--- src/rtl/ping_ctrl.sv ---
// Ping controller: fires a transmit burst on request, waits for the echo
// (or gives up after TIMEOUT counts) and reports the latency.
// Optional retry on timeout is built when PING_RETRY_EN is defined.
module ping_ctrl #(
    parameter int unsigned CNT_W     = 16,
    parameter int unsigned BURST_LEN = 64,
    parameter int unsigned BLANK     = 8,
    parameter int unsigned TIMEOUT   = 48000,
    parameter int unsigned MAX_RETRY = 3
) (
    input  logic             clk,
    input  logic             rst,
    input  logic             start_stb,
    input  logic             rx_stb,
    output logic             tx_en,
    output logic             busy,
    output logic             res_stb,
    output logic [CNT_W-1:0] res_lat,
    output logic             res_timeout,
    output logic [1:0]       res_tries
);

    localparam logic [CNT_W-1:0] LAST_TX  = CNT_W'(BURST_LEN - 1);
    localparam logic [CNT_W-1:0] RX_OPEN  = CNT_W'(BURST_LEN + BLANK);
    localparam logic [CNT_W-1:0] LAST_CNT = CNT_W'(TIMEOUT - 1);

    // Elaboration-time parameter sanity checks
    if (TIMEOUT <= BURST_LEN + BLANK) begin : g_bad_timeout
        $error("ping_ctrl: TIMEOUT must exceed BURST_LEN+BLANK");
    end
    if (MAX_RETRY > 3) begin : g_bad_retry
        $error("ping_ctrl: MAX_RETRY must fit in the 2-bit tries field");
    end

    typedef enum logic [1:0] {
        ST_IDLE   = 2'd0,
        ST_TX     = 2'd1,
        ST_LISTEN = 2'd2,
        ST_DONE   = 2'd3
    } state_e;

    state_e           state_q, state_d;
    logic [CNT_W-1:0] cnt_q, cnt_d;
    logic [1:0]       tries_q, tries_d;
    logic             tx_en_q, tx_en_d;
    logic             busy_q, busy_d;
    logic             res_stb_q, res_stb_d;
    logic [CNT_W-1:0] res_lat_q, res_lat_d;
    logic             res_timeout_q, res_timeout_d;
    logic [1:0]       res_tries_q, res_tries_d;
    logic             echo_ok;

    // Echo is only accepted while listening and past the blanking window
    assign echo_ok = (state_q == ST_LISTEN) && rx_stb && (cnt_q >= RX_OPEN);

    // Next-state, counter and result capture
    always_comb begin
        state_d       = state_q;
        cnt_d         = cnt_q;
        tries_d       = tries_q;
        res_stb_d     = 1'b0;
        res_lat_d     = res_lat_q;
        res_timeout_d = res_timeout_q;
        res_tries_d   = res_tries_q;

        case (state_q)
            ST_IDLE: begin
                if (start_stb) begin
                    state_d = ST_TX;
                    cnt_d   = '0;
                    tries_d = 2'd0;
                end
            end
            ST_TX: begin
                cnt_d = cnt_q + CNT_W'(1);
                if (cnt_q == LAST_TX) begin
                    state_d = ST_LISTEN;
                end
            end
            ST_LISTEN: begin
                if (echo_ok) begin
                    state_d       = ST_DONE;
                    res_stb_d     = 1'b1;
                    res_lat_d     = cnt_q;
                    res_timeout_d = 1'b0;
                    res_tries_d   = tries_q;
                end else if (cnt_q == LAST_CNT) begin
`ifdef PING_RETRY_EN
                    if (tries_q < 2'(MAX_RETRY)) begin
                        state_d = ST_TX;
                        cnt_d   = '0;
                        tries_d = tries_q + 2'd1;
                    end else begin
                        state_d       = ST_DONE;
                        res_stb_d     = 1'b1;
                        res_lat_d     = LAST_CNT;
                        res_timeout_d = 1'b1;
                        res_tries_d   = tries_q;
                    end
`else
                    state_d       = ST_DONE;
                    res_stb_d     = 1'b1;
                    res_lat_d     = LAST_CNT;
                    res_timeout_d = 1'b1;
                    res_tries_d   = 2'd0;
`endif
                end else begin
                    cnt_d = cnt_q + CNT_W'(1);
                end
            end
            ST_DONE: begin
                state_d = ST_IDLE;
            end
            default: begin
                state_d = ST_IDLE;
            end
        endcase

        tx_en_d = (state_d == ST_TX);
        busy_d  = (state_d != ST_IDLE);
    end

    // State and output registers with synchronous active-low reset
    always_ff @(posedge clk) begin
        if (!rst) begin
            state_q       <= ST_IDLE;
            cnt_q         <= '0;
            tries_q       <= 2'd0;
            tx_en_q       <= 1'b0;
            busy_q        <= 1'b0;
            res_stb_q     <= 1'b0;
            res_lat_q     <= '0;
            res_timeout_q <= 1'b0;
            res_tries_q   <= 2'd0;
        end else begin
            state_q       <= state_d;
            cnt_q         <= cnt_d;
            tries_q       <= tries_d;
            tx_en_q       <= tx_en_d;
            busy_q        <= busy_d;
            res_stb_q     <= res_stb_d;
            res_lat_q     <= res_lat_d;
            res_timeout_q <= res_timeout_d;
            res_tries_q   <= res_tries_d;
        end
    end

    assign tx_en       = tx_en_q;
    assign busy        = busy_q;
    assign res_stb     = res_stb_q;
    assign res_lat     = res_lat_q;
    assign res_timeout = res_timeout_q;
    assign res_tries   = res_tries_q;

endmodule

--- config.mk ---
export PLATFORM = sky130hd
export DESIGN_NAME = ping_ctrl
export DESIGN_NICKNAME = d
export VERILOG_FILES = /design/src/rtl/ping_ctrl.sv
export SDC_FILE = /design/constraint.sdc
export NUM_CORES = 1
export LEC_CHECK = 0
export CORE_ASPECT_RATIO = 2
export CORE_MARGIN = 2
export CORE_UTILIZATION = 54
export DETAILED_ROUTE_END_ITERATION = 7
export MAX_ROUTING_LAYER = met4
export PLACE_DENSITY = 0.85
export SLEW_MARGIN = 10
export SYNTH_ARGS = -nofsm -noshare
export SYNTH_HDL_FRONTEND = slang
export SYNTH_SLANG_ARGS = --single-unit
--- constraint.sdc ---
create_clock -name clk -period 2.68 [get_ports clk]
set_input_delay 0.536 -clock clk [delete_from_list [all_inputs] [get_ports clk]]
set_output_delay 0.536 -clock clk [all_outputs]
set_load 0.01 [all_outputs]
==> run_results.csv, run 1 <==
group,metric,value,unit
final_layout,antennaDiodeCount,0,
placed_design,portBuffers,23,
clock_tree,cts_setup_buffers,0,
final_layout,areaGrowthSynthToFinish,22.6,%
timing,holdWs,484,ps
die,rows,31,
clock_tree,clk_pin_slew,70,ps
power,combPwrFrac,8.8,%
worst_setup_path,critPathRequiredTime,2870,ps
placed_design,dp.cells,284,
timing,final-hold-violation-count,0,
route,drt_drc_violations_left,0,
route,drt_iter0_drc,117,
placed_design,dp_hpwl,3.49,mm
timing,setup_viol,0,
logic_synthesis,netlist_instances,215,
worst_setup_path,end_kind,"flip-flop",
clock_tree,cts_tree,"yes",
clock_tree,hold_buffers,0,
worst_setup_path,slowest_delay,690,ps
die,die_x,46.9,um
global_routing,grt_usage,27.2,%
global_routing,grt_max_degree,40,
global_routing,overflow,0,
final_layout,stdcell_count,292,
power,clkPwrFrac,46.3,%
power,power_frac_seq,44.9,%
route,wl,4.94,mm
die,die_area,4210,um^2
timing,slew_viol_final,0,
timing,min_period_over_period,96.7,%
timing,worst_pin_slew,660,ps
logic_synthesis,synth.largest_area_cell,"dfxtp_1",
logic_synthesis,avgSynthCellArea,9.24,um^2
power,internal_power,0.00101,W
logic_synthesis,synthDistinctLibCells,48,
worst_hold_path,timing.hold.worst.class,"flip-flop to flip-flop",
timing,fin_worst_skew,6.98,ps
power,power_density,530,nW/um^2
final_layout,drive_above_1_share,21.4,%
clock_tree,numCtsBuffers,5,
route,vias_per_cell,6.43,
power,peakVddDrop,0.000528,V
job,maxCapViolCount,0,
worst_setup_path,crit_slowest_cell,"or4b_4",
worst_setup_path,cp-start-kind,"flip-flop",
logic_synthesis,synth_top_area_share,38.3,%
placed_design,gp_congestion,0.863,
clock_tree,clk_latency,290,ps
die,ios,26,
die,core_area,3570,um^2
worst_setup_path,critPathKind,"flip-flop to flip-flop",
final_layout,nNetsFinal,253,
route,wl_per_cell,16.9,um
timing,fmax,0.386,GHz
route,firstDrtPassIters,5,
die,initial_core_util,55.6,%
timing,rsz0062_at_grt,"false",
logic_synthesis,seq_area_frac_synth,38.3,%
clock_tree,clk_path_buf_depth,2,
logic_synthesis,synth.cell_area,1990,um^2
clock_tree,cts_resized,0,
die,die_h,89.8,um
timing,fin_crit,2590,ps
global_routing,grt_pass1_wl,8.31,mm
clock_tree,htreeDepth,2,
worst_setup_path,path_cells,"nor4_1 > nand2_1 > o311a_4 > or4b_4 > o41ai_1",
clock_tree,cts_root_buffer,"clkbuf_8",
worst_setup_path,critPathArrivalTime,2780,ps
timing,fin_tns_setup,0,ps
logic_synthesis,yosysWarnings,0,
route,postRouteAntennaNets,0,
route,vias,1877,
status,outcome,"finished clean",
logic_synthesis,synth_seq_cells,38,
timing,slew_headroom,55.6,%
worst_setup_path,r2r_slack,90,ps
global_routing,grt_pass1_vias,1757,
power,p_sw_share,21.5,%
power,power.switching,0.000277,W
clock_tree,cts_sinks,38,
global_routing,antenna_found_initial,0,
power,leakagePower,0.910,nW
logic_synthesis,ys_top_cells_by_area,"dfxtp_1 (38%), o221a_2 (7.9%), nand2_1 (5.9%)",
worst_setup_path,worstPathMaxFanout,15,
-- area by class of cell --
cell class / instances / area (um^2)
Fill cell: 291 / 1130
Multi-Input combinational cell: 152 / 1100
Sequential cell: 38 / 761
Timing Repair Buffer: 38 / 343
Clock buffer: 6 / 82.6
Tap cell: 49 / 61.3
Clock inverter: 2 / 60.1
Inverter: 7 / 26.3
-- layout by cell type, fill, tap and decap left out, types with 4 or more instances in the layout --
master,synthesis,final
o221a_2,14,14
a31o_2,4,4
clkbuf_8,0,6
nand2b_1,4,4
dfxtp_1,38,38
clkdlybuf4s50_1,0,23
nor4_1,4,4
o31ai_1,5,5
nand3_1,15,15
inv_1,7,7
ha_1,7,7
buf_4,2,15
o311ai_0,7,7
nand2_1,31,31
o21ai_0,9,9
-- per-stage QoR --
| stage | utilization (%) | worst slack, ps | total power, W | area [um^2] |
|---|---|---|---|---|
| CTS | 68.2 | 150 | 0.00130 | 2430 |
| global route | 68.2 | 79.3 | 0.00134 | 2430 |
| global placement | 64.2 | 255 | 0.000701 | 2290 |
| floorplan | - | 418 | 0.000669 | 1990 |
| detailed placement | 64.2 | 170 | 0.000704 | 2290 |
| finish | 68.2 | 89.0 | 0.00129 | 2430 |
-- final timing paths --
path,to,depth (start not counted),start
min,res_lat[14]$_SDFFE_PN0P_,2,res_lat[14]$_SDFFE_PN0P_
max reg2reg,cnt_q[14]$_SDFFE_PN0P_,5,cnt_q[13]$_SDFFE_PN0P_
max,cnt_q[14]$_SDFFE_PN0P_,5,cnt_q[13]$_SDFFE_PN0P_
min reg2reg,res_lat[14]$_SDFFE_PN0P_,2,res_lat[14]$_SDFFE_PN0P_
-- worst max-delay path, delay by kind of cell (launching register included) --
family | cells | cell delay (ps)
compound gates | 2 | 830
flops | 1 | 320
simple gates | 3 | 1330
-- cell usage after synthesis, drive strengths merged --
cell     count
a21oi        2
nor2         3
or2          1
inv          7
ha           7
o221a       14
and4         3
nand2b       4
or3b         1
conb         1
or4          1
a21o         1
o211a        1
buf          6
a31oi        1
a21boi       3
dfxtp       38
o31ai        8
mux2i        1
nor4         4
o2111ai      1
nand3       15
o221ai       1
clkbuf      13
nand2       31
a2bb2oi      1
or4b         1
and3         2
or3          3
o21ai        9
o32ai        2
nand3b       2
and2         2
nor2b        1
o21bai       1
o41ai        4
a31o         4
a2111oi      2
o311ai       8
nand4        3
nor3         1
o311a        1
-- flip-flops by register name, summed over array words and instances, names as in the netlist --
signal,count
res_lat,16
tx_en,1
state_q,2
cnt_q,16
res_stb,1
res_timeout,1
busy,1
-- power by group through the flow --
stage	clock (W)	sequential [W]	combinational, W
floorplan	0	0.000593	0.0000756
global placement	0	0.000593	0.000109
detailed placement	0	0.000593	0.000112
CTS	0.000606	0.000580	0.000112
global route	0.000634	0.000580	0.000124
finish	0.000598	0.000580	0.000113
-- kinds of logic after synthesis --
kind of cell,synth area share [%]
adder cells (fa/ha/maj),4.41
buffers and inverters,6.81
flip-flops,38.3
AO/OA/AOI/OAI,29.2
multiplexers,0.504
other,0.189
AND/OR/NAND/NOR,20.6
-- metal layers --
layer | vias up | wire length [um] | track usage [%] | share of wire [%]
met5 | - | 0 | - | 0
met4 | 0 | 256 | 14.6 | 5.2
met3 | 24 | 324 | 4.02 | 6.6
met2 | 111 | 2540 | 42.0 | 51
met1 | 868 | 1820 | 32.3 | 37
li1 | 874 | - | - | -
No activity file was read; power rests on OpenSTA's default activity.
==> run 2: changes to the inputs <==
Settings changed: CELL_PAD_IN_SITES_DETAIL_PLACEMENT from default to 0, CELL_PAD_IN_SITES_GLOBAL_PLACEMENT from default to 2, CORE_UTILIZATION 54 to 34, PLACE_DENSITY 0.85 to 0.86.
==> run_results.csv, run 2 (same netlist as run 1, synthesis figures left out) <==
group,metric,value,unit
status,outcome,"finished clean",
worst_hold_path,timing.hold.worst.class,"flip-flop to flip-flop",
clock_tree,numCtsBuffers,5,
die,ios,26,
final_layout,fillerInstances,590,
clock_tree,clk_pin_slew,60,ps
route,vias,1780,
global_routing,antenna_found_initial,0,
worst_setup_path,critPathTopFamily,"simple AND/OR/NAND/NOR gates",
route,postRouteAntennaNets,0,
timing,setup_viol,0,
clock_tree,cts_resized,0,
job,maxCapViolCount,0,
die,initial_core_util,35.1,%
timing,worst_pin_slew,626,ps
worst_setup_path,cp-start-kind,"flip-flop",
global_routing,grt_pass1_wl,8.84,mm
power,power,0.00130,W
timing,final-hold-violation-count,0,
worst_setup_path,critPathRequiredTime,2860,ps
timing,fmax,0.417,GHz
clock_tree,hold_buffers,0,
final_layout,seqCellArea,761,um^2
final_layout,layout_common_cells,"dfxtp_1 (38), nand2_1 (31), clkdlybuf4s50_1 (23)",
final_layout,antennaDiodeCount,0,
die,rows,39,
power,peakVddDrop,0.000412,V
route,drt_drc_violations_left,0,
worst_setup_path,end_kind,"flip-flop",
die,die_x,58.0,um
timing,slew_viol_final,0,
placed_design,dpl-instance-area,2310,um^2
worst_setup_path,path_cells,"nor4_1 > nand2_1 > o311a_4 > or4b_4 > o41ai_1",
worst_setup_path,rr_worst_depth,5,
global_routing,grt_pass1_vias,1753,
power,leakagePower,0.916,nW
timing,fin_tns_setup,0,ps
final_layout,drive_above_1_share,21.7,%
timing,min_period_over_period,89.5,%
placed_design,portBuffers,23,
clock_tree,cts_tree,"yes",
clock_tree,cts_setup_buffers,0,
worst_setup_path,startpoint,"cnt_q[12]$_SDFFE_PN0P_",
worst_setup_path,reg2reg_to,"cnt_q[5]$_SDFFE_PN0P_",
final_layout,nNetsFinal,254,
timing,holdWs,472,ps
power,power_density,527,nW/um^2
final_layout,finalInstanceArea,2470,um^2
clock_tree,htreeDepth,2,
route,drt_iter0_drc,44,
placed_design,dp_hpwl,3.84,mm
worst_setup_path,critPathKind,"flip-flop to flip-flop",
worst_setup_path,critPathArrivalTime,2580,ps
route,wl_per_cell,17.5,um
global_routing,grt_usage,18.4,%
worst_setup_path,slowest_delay,670,ps
worst_setup_path,crit_buf_inv,0,
route,vias_per_cell,5.84,
clock_tree,clk_path_buf_depth,2,
global_routing,overflow,0,
route,firstDrtPassIters,4,
route,wl,5.34,mm
die,die_h,112,um
timing,rsz0062_at_grt,"false",
clock_tree,cts_root_buffer,"clkbuf_16",
die,core_area,5660,um^2
worst_setup_path,rr_startpoint,"cnt_q[12]$_SDFFE_PN0P_",
worst_setup_path,worstPathMaxFanout,14,
global_routing,grt_max_degree,40,
worst_setup_path,critPathCapture,"cnt_q[5]$_SDFFE_PN0P_",
final_layout,final_common_cell,"dfxtp_1",
final_layout,areaGrowthSynthToFinish,24.2,%
worst_setup_path,r2r_slack,280,ps
die,die_area,6500,um^2
clock_tree,clk_latency,290,ps
timing,fin_worst_skew,4.29,ps
timing,slew_headroom,57.9,%
placed_design,gp_congestion,0.831,
clock_tree,cts_sinks,38,
worst_setup_path,path_depth,5,
worst_setup_path,crit_slowest_cell,"or4b_4",
final_layout,multiInputGateArea,1100,um^2
timing,fin_crit,2400,ps
run 2: cell count changes in the layout (fill, tap and decap cells not counted):
cell / change
clkinvlp_4: +1
clkbuf_8: -5
clkbuf_16: +5
bufinv_16: -2
clkinv_2: +1
buf_4: +1
run 2: stage by stage:
step                      std cells  worst slack [ps]  util (%)
after CTS                       305               267      43.6
after global routing            305               189      43.6
after detailed placement        297               173      40.9
after floorplan                 216               418         -
after global placement          297               232      40.9
final                           305               283      43.6
run 2: layer usage:
| metal | global-route usage [%] | share of wire, % | up-vias |
|---|---|---|---|
| li1 | - | - | 875 |
| met5 | - | 0 | - |
| met2 | 29.9 | 52 | 43 |
| met1 | 20.1 | 41 | 845 |
| met4 | 11.3 | 4.1 | 0 |
| met3 | 3.34 | 2.8 | 17 |
run 2: worst min-delay path by stage:
stage                             start                       end  slack (ps)  depth (start not counted)
6_report       res_lat[10]$_SDFFE_PN0P_  res_lat[10]$_SDFFE_PN0P_         470                          2
2_1_floorplan    cnt_q[10]$_SDFFE_PN0P_  res_lat[10]$_SDFFE_PN0P_         480                          2
3_3_place_gp   res_lat[10]$_SDFFE_PN0P_  res_lat[10]$_SDFFE_PN0P_         460                          2
3_5_place_dp   res_lat[10]$_SDFFE_PN0P_  res_lat[10]$_SDFFE_PN0P_         470                          2
5_1_grt        res_lat[14]$_SDFFE_PN0P_  res_lat[14]$_SDFFE_PN0P_         490                          2
4_1_cts        res_lat[10]$_SDFFE_PN0P_  res_lat[10]$_SDFFE_PN0P_         480                          2
run 2: area by class of cell:
class                   instances  share of cell area [%]
inverters                       7                    1.07
repair buffers                 39                    14.2
well taps                      61                    3.09
multi-input cells             152                    44.6
flip-flops and latches         38                    30.8
clock inverters                 2                   0.507
clock buffers                   6                    5.63
run 2: report_power, final:
part           switching (W)  internal (W)
sequential        0.00000721      0.000573
clock               0.000236      0.000368
combinational      0.0000711     0.0000451
total               0.000314      0.000986
run 2: worst register-to-register path, stage by stage (launching register included):
cell     delay (ps)
dfxtp_1         310
nor4_1          400
nand2_1         180
o311a_4         380
or4b_4          670
o41ai_1         350
